$ cat config.mk
export PLATFORM = sky130hd
export DESIGN_NAME = frame_readback_reader
export DESIGN_NICKNAME = d
export VERILOG_FILES = /design/src/rtl/frame_readback_reader.sv
export SDC_FILE = /design/constraint.sdc
export NUM_CORES = 1
export LEC_CHECK = 0
export CORE_MARGIN = 2
export CORE_UTILIZATION = 48
export CTS_BUF_LIST = sky130_fd_sc_hd__clkbuf_16
export DETAILED_ROUTE_END_ITERATION = 6
export MAX_ROUTING_LAYER = met4
export PLACE_DENSITY = 0.69
export RECOVER_POWER = 50
export SLEW_MARGIN = 20
export SYNTH_ARGS = -nofsm -noshare
export SYNTH_HDL_FRONTEND = slang
export SYNTH_SLANG_ARGS = --single-unit
$ cat constraint.sdc
create_clock -name SDRAM_CLK -period 11.63 [get_ports SDRAM_CLK]
set_input_delay 2.326 -clock SDRAM_CLK [delete_from_list [all_inputs] [get_ports SDRAM_CLK]]
set_output_delay 2.326 -clock SDRAM_CLK [all_outputs]
set_load 0.1 [all_outputs]
$ cat src/rtl/frame_readback_reader.sv
// frame_readback_reader
//   Avalon-MM read master that fetches FRAME_PIXELS consecutive 24-bit pixels
//   from SDRAM starting at BASE_ADDR. The pixels go through a small FIFO and
//   are streamed out as bytes (R, G, B) on a valid/ready interface.
//
// Ports
//   SDRAM_CLK, Reset     clock; asynchronous active-low reset
//   Start                one-cycle request to begin readback (IDLE/DONE only)
//   Avm_*                Avalon-MM read master (chip select, address, read_n,
//                        byte enables, wait request, read data, data valid)
//   Out_Byte/Valid/Ready byte stream to the host link
//   Busy, Done           status: Busy in READ/DRAIN, Done held in DONE
module frame_readback_reader #(
    parameter int unsigned FRAME_PIXELS = 307200,
    parameter int unsigned BASE_ADDR    = 0,
    parameter int unsigned FIFO_DEPTH   = 8
) (
    input  logic        SDRAM_CLK,
    input  logic        Reset,
    input  logic        Start,
    output logic        Avm_ChipSelect,
    output logic [24:0] Avm_Address,
    output logic        Avm_Read_N,
    output logic [3:0]  Avm_ByteEnable_N,
    input  logic        Avm_WaitRequest,
    input  logic [23:0] Avm_ReadData,
    input  logic        Avm_ReadDataValid,
    output logic [7:0]  Out_Byte,
    output logic        Out_Valid,
    input  logic        Out_Ready,
    output logic        Busy,
    output logic        Done
);

    localparam int unsigned AW = $clog2(FIFO_DEPTH);
    localparam int unsigned CW = AW + 1;

    localparam logic [18:0]   PIX_TOTAL = 19'(FRAME_PIXELS);
    localparam logic [18:0]   LAST_PIX  = 19'(FRAME_PIXELS - 1);
    localparam logic [24:0]   BASE      = 25'(BASE_ADDR);
    localparam logic [CW-1:0] CAP       = CW'(FIFO_DEPTH);

    localparam logic [1:0] S_IDLE  = 2'd0;
    localparam logic [1:0] S_READ  = 2'd1;
    localparam logic [1:0] S_DRAIN = 2'd2;
    localparam logic [1:0] S_DONE  = 2'd3;

    logic [1:0]    state;
    logic [24:0]   addr;
    logic [18:0]   req_cnt;
    logic [18:0]   out_cnt;
    logic [CW-1:0] credit;

    logic [23:0]   fifo_mem [FIFO_DEPTH];
    logic [AW-1:0] wr_ptr;
    logic [AW-1:0] rd_ptr;
    logic [AW:0]   fifo_cnt;

    logic [23:0]   pix;
    logic [1:0]    byte_sel;
    logic          out_valid;

    logic active, start_ok, req, acc, push, xfer, last_byte, pop;

    always_comb begin
        active    = (state == S_READ) || (state == S_DRAIN);
        start_ok  = Start && ((state == S_IDLE) || (state == S_DONE));
        // credit counts outstanding reads plus FIFO occupancy, so a request
        // is only issued when its response is guaranteed a FIFO slot
        req       = (state == S_READ) && (req_cnt < PIX_TOTAL) && (credit < CAP);
        acc       = req && !Avm_WaitRequest;
        push      = active && Avm_ReadDataValid;
        xfer      = out_valid && Out_Ready;
        last_byte = xfer && (byte_sel == 2'd2);
        // serializer reloads when idle or on the cycle its B byte leaves
        pop       = active && (fifo_cnt != '0) && (!out_valid || last_byte);
    end

    always_ff @(posedge SDRAM_CLK or negedge Reset) begin
        if (!Reset) begin
            state     <= S_IDLE;
            addr      <= BASE;
            req_cnt   <= '0;
            out_cnt   <= '0;
            credit    <= '0;
            wr_ptr    <= '0;
            rd_ptr    <= '0;
            fifo_cnt  <= '0;
            pix       <= '0;
            byte_sel  <= '0;
            out_valid <= 1'b0;
        end else if (start_ok) begin
            state     <= S_READ;
            addr      <= BASE;
            req_cnt   <= '0;
            out_cnt   <= '0;
            credit    <= '0;
            wr_ptr    <= '0;
            rd_ptr    <= '0;
            fifo_cnt  <= '0;
            pix       <= '0;
            byte_sel  <= '0;
            out_valid <= 1'b0;
        end else begin
            if (acc) begin
                addr    <= addr + 25'd1;
                req_cnt <= req_cnt + 19'd1;
                if (req_cnt == LAST_PIX) begin
                    state <= S_DRAIN;
                end
            end

            case ({acc, pop})
                2'b10:   credit <= credit + 1'b1;
                2'b01:   credit <= credit - 1'b1;
                default: credit <= credit;
            endcase

            if (push) begin
                wr_ptr <= wr_ptr + 1'b1;
            end
            if (pop) begin
                rd_ptr <= rd_ptr + 1'b1;
            end
            case ({push, pop})
                2'b10:   fifo_cnt <= fifo_cnt + 1'b1;
                2'b01:   fifo_cnt <= fifo_cnt - 1'b1;
                default: fifo_cnt <= fifo_cnt;
            endcase

            if (pop) begin
                pix       <= fifo_mem[rd_ptr];
                byte_sel  <= '0;
                out_valid <= 1'b1;
            end else if (xfer) begin
                if (byte_sel == 2'd2) begin
                    byte_sel  <= '0;
                    out_valid <= 1'b0;
                end else begin
                    byte_sel <= byte_sel + 2'd1;
                end
            end

            if (last_byte) begin
                out_cnt <= out_cnt + 19'd1;
                if ((state == S_DRAIN) && (out_cnt == LAST_PIX)) begin
                    state <= S_DONE;
                end
            end
        end
    end

    always_ff @(posedge SDRAM_CLK) begin
        if (push) begin
            fifo_mem[wr_ptr] <= Avm_ReadData;
        end
    end

    always_comb begin
        case (byte_sel)
            2'd0:    Out_Byte = pix[23:16];
            2'd1:    Out_Byte = pix[15:8];
            default: Out_Byte = pix[7:0];
        endcase
    end

    assign Avm_ChipSelect   = active;
    assign Avm_Address      = addr;
    assign Avm_Read_N       = !req;
    assign Avm_ByteEnable_N = 4'b1000;
    assign Out_Valid        = out_valid;
    assign Busy             = active;
    assign Done             = (state == S_DONE);

endmodule

---- After elaboration in Yosys (flattened, before gate mapping) ----
Memory sizes are Yosys's and may differ from the RTL's.
Index checks and enable logic that the tools add are counted.
storage, ports and cells
  register bits ........................... 106
  RAM bits ................................ 192
  bits of input ports ..................... 30
  output and inout port bits .............. 42
  logic and storage cells ................. 95
  memories ................................ 1
memories
  name      depth  width  rd ports  clocked after memory_dff  wr ports  RTL line  source
  fifo_mem  8      24     1         0                         1         54        logic [23:0] fifo_mem [FIFO_DEPTH];
cells by class
  add/sub/neg operators ................... 10
  magnitude comparators ................... 2
  equality and inequality tests ........... 11
  mux-type cells .......................... 32
  reductions and logical operators ........ 28
operator list
  cell                                                  count
  2-to-1 mux 19 bit                                     4
  2-to-1 mux 25 bit                                     2
  2-to-1 mux 24 bit                                     2
  adder 19 x 1 -> 19 bit (second input constant)        2
  equality test 19 bit (second input constant)          2
  adder 25 x 1 -> 25 bit (second input constant)        1
  < comparator 19 bit (second input constant)           1
  2-to-1 mux 2 bit                                      9
  one-hot mux 4 bit (2 select lines)                    2
  one-hot mux 8 bit (2 select lines)                    1
  2-to-1 mux 3 bit                                      4
  nonzero test 3 bit                                    4
  equality test 2 bit (second input constant)           5
  logical AND 1 bit                                     10
  adder 4 x 1 -> 4 bit (second input constant)          2
  equality test 2 x 1 -> 1 bit (second input constant)  4
  2-to-1 mux 4 bit                                      2
  nonzero test 2 bit                                    4
  subtractor 4 x 1 -> 4 bit (second input constant)     2
  adder 3 x 1 -> 3 bit (second input constant)          2
  2-to-1 mux 1 bit                                      6
  logical NOT 2 bit                                     2
  < comparator 4 bit (second input constant)            1
  nonzero test 4 bit                                    1
  4 further kinds                                       8

---- Longest topological paths before layout ----
  word-level depth ........................ 8
  depth in mapped cells ................... 12
  mapped depth without buffers ............ 12

---- Least setup slack after synthesis ----
No wires, ideal clock.
  kind .................................... input to register
  start ................................... in Avm_ReadDataValid
  end ..................................... mem fifo_mem[2][0] (enable)
  setup time .............................. 0.466 ns
  arrival time ............................ 5.371 ns
  path slack .............................. 5.794 ns
  cell stages on the path ................. 4
  cell sequence ........................... clkbuf_1 > clkbuf_1 > nand2_1 > nor4_1
between the ends
  word-level cells in the longest chain between the ends .. 3
ends and longest elaborated chain
  element                                 RTL line  source
  start, declared                         27        input logic Avm_ReadDataValid,
  logical AND 1 bit                       72        push = active && Avm_ReadDataValid;
  2-to-1 mux 1 bit                        154       if (push) begin
  2-to-1 mux 1 bit (implied by the code)  155       fifo_mem[wr_ptr] <= Avm_ReadData;
  end, declared                           54
Every way passes these cells.

==> run metrics <==
pwr/cell area 223.8 nW/µm²; top_reg_cell synth edfxtp_1; worst skew pair latency 560 ps; Routed WL 24,720 µm; Tot GR Track Use 0.1848; max-cap violation count 3; worst flop-to-flop path startpoint state[0]$_DFF_PN0_; Layout Skew 17.94 ps; DRC Markers 0; Die H around 170 µm; Slew Viols, Final 142; Area growth, synth to finish 16.18%; Worst Tran Pin Value between 3000 and 4000 ps; R2R cell count 12; fin crit period 6656 ps; slowest cell on the critical path clkbuf_1; Unique masters post-synth 52; RSZ-0062 raised after global routing no; GRT overflow 0; router iterations before antenna repair 4; core area 26,060 µm²; CP Cell Sequence clkbuf_1 -> clkbuf_1; Clock Pin Slew Worst Setup and Hold Paths 60 ps; FILL cells 2,072; part of the Yosys area used for sequential elements 0.6606; I/O pin count about 70; Rel. slew slack -1.118; initial antenna violation count 1; DP Area approximately 14,000 µm²; status finished, violations left; CP Launch Type input port; Synth Cell Area around 13,000 µm²; number of global-route vias before repair 7,262; worst endpoint required time between 10,000 and 15,000 ps; CP endpoint kind asynchronous set/reset pin; largest net degree at the start of global routing 60; Initial Util 0.4890; Hold Buf Count CTS 0; Setup violations, final 0; Area contributors post-synth edfxtp_1 45%, dfrtp_1 21%, mux4_2 8.5%; first-pass GRT wire length approximately 40,000 µm; buffers plus inverters on the worst setup path 2; nets@finish between 900 and 1k; CTS Buf Count 30; maximum VDD drop between 0.0002 and 0.00025 V; Setup Fix Bufs, Post-CTS 0; final critical-path share of the clock period 0.5723; DP HPWL 14,390 µm; final hold violations 0; Sum Neg Setup Slack 0 ps; CTS tree done; Final Instance Area 14,800 µm²; number of I/O port buffers 67; dominant cell type by area after synthesis edfxtp_1; Detail Route Antenna Nets 0; Layout Cells excl Fill 1,302; die width 166.9 µm; register bit total from synthesis 298; CTS root buf clkbuf_16; post-cts resize count 0; DR vias 7,293; crit-path max FO 59; Lkg Pwr between 5 and 6 nW; ratio of cells with drive above 1 in the final layout 0.1325; WHS Path Cells 2; Placer Congestion 0.7562; Avg Inst Size Synth 14.46 µm²; H-tree depth 1; slowest cell delay on critical path 2370 ps; setup slack, reg-to-reg 8070 ps; Syn Inst Count between 800 and 900; Max Fclk 0.1502 GHz; row cnt 59; min-delay src pix[6]$_DFFE_PN0P_; Crit Path Category in -> async; post-synth top area share 0.4525; Post-synth EDFFs 192; initial DRC count ~590; wire per inst 18.99 µm; CP dominant cell by count clkbuf_1; # clock sinks 298; terminus of the critical flop-to-flop path fifo_cnt[3]$_DFFE_PN0P_; clock tree buffer depth 3; Hold EP pix[6]$_DFFE_PN0P_; final hold slack 504.7 ps; Pwr Total 0.003313 W; Syn. warnings 0; Worst Path Arrival 6600 ps; die area 27,870 µm²; failing checks max-capacitance violations, max-slew violations; HP Class reg -> reg; placed insts 1,243; top cell family by delay on the critical path buffers and inverters; share of flip-flops with an asynchronous set or reset 0.3557; Vias/cell about 5.6
==> stage by stage <==
| stage | utilization | worst slack, ps |
|---|---|---|
| after detailed placement | 0.5262 | 5933 |
| after global routing | 0.5681 | 3851 |
| after floorplan | - | 5794 |
| final | 0.5681 | 4974 |
| after CTS | 0.5669 | 6108 |
| after global placement | 0.5262 | 6054 |
==> cells by family after synthesis <==
group / after synthesis / share of synthesized area
other: 2 / 0.0005894
flip-flops: 298 / 0.6606
buffers and inverters: 70 / 0.02494
adder cells (fa/ha/maj): 14 / 0.01493
AO/OA/AOI/OAI: 93 / 0.04183
multiplexers: 85 / 0.1140
AND/OR/NAND/NOR: 261 / 0.1032
XOR/XNOR: 58 / 0.03987
==> how the worst max path moves through the flow <==
stage                             from                         end  depth (start not counted)
2_1_floorplan        Avm_ReadDataValid    fifo_mem[2][0]$_DFFE_PP_                          4
3_3_place_gp                 Out_Ready     fifo_cnt[3]$_DFFE_PN0P_                         10
3_5_place_dp                 Out_Ready     fifo_cnt[3]$_DFFE_PN0P_                         10
4_1_cts        req_cnt[15]$_DFFE_PN0P_                  Avm_Read_N                          4
5_1_grt                          Reset  Avm_Address[2]$_DFFE_PN0P_                          2
6_report                         Reset     req_cnt[16]$_DFFE_PN0P_                          2
==> placed cells by master (no fill, tap or decap), types with 27 or more instances in the layout <==
cell	n
dlygate4sd3_1	27
mux4_2	48
xnor2_1	40
o21ai_0	52
clkbuf_16	30
mux2i_1	36
clkdlybuf4s50_1	39
nand3_1	49
nor2_1	60
dfrtp_1	104
edfxtp_1	192
nand2_1	51
==> cells in the mapped netlist, types with 6 or more instances <==
cell      instances
buf_2            11
o21ai_0          52
nor2_1           66
edfxtp_1        192
and3_1            6
nor3_1           14
nand4_1          16
a21oi_1          20
buf_1             6
mux4_2           48
nand2_1          52
mux2i_1          36
and4_1            9
ha_1             12
dfrtp_1         106
nor4_1           15
clkbuf_1         29
or3_1            10
nand3_1          49
xnor2_1          40
xor2_1           18
and2_1            6
inv_1            15
==> flip-flops by register name (all words and copies together), names as in the netlist <==
signal	flops
Avm_Address	25
Out_Valid	1
byte_sel	2
credit	4
fifo_cnt	4
fifo_mem	192
out_cnt	19
pix	24
rd_ptr	3
req_cnt	19
state	2
wr_ptr	3
==> layer usage <==
layer / GRT usage / wire (µm) / vias to the layer above / part of all wire
li1: - / - / 3428 / -
met1: 0.2549 / 11240 / 3676 / 0.45
met2: 0.2961 / 12040 / 152 / 0.49
met3: 0.02495 / 970 / 37 / 0.039
met4: 0.04310 / 473 / 0 / 0.019
met5: - / 0 / - / 0
==> power breakdown <==
part / switching (W) / internal, W
Combinational: 0.000558 / 0.000333
Sequential: 0.000116 / 0.00129
Clock: 0.000405 / 0.000607
Total: 0.00108 / 0.00223
==> cell type report <==
| class | count | area (µm²) | area share |
|---|---|---|---|
| sequential | 298 | 8423 | 0.5690 |
| multi-input combinational | 515 | 4053 | 0.2737 |
| timing repair buffer | 81 | 785.8 | 0.05308 |
| clock buffer | 30 | 750.7 | 0.05071 |
| tap | 335 | 419.2 | 0.02831 |
| clock inverter | 26 | 310.3 | 0.02096 |
| inverter | 16 | 60.06 | 0.004057 |
| antenna | 1 | 2.502 | 0.0001690 |
(Power assumes the default switching activity.)
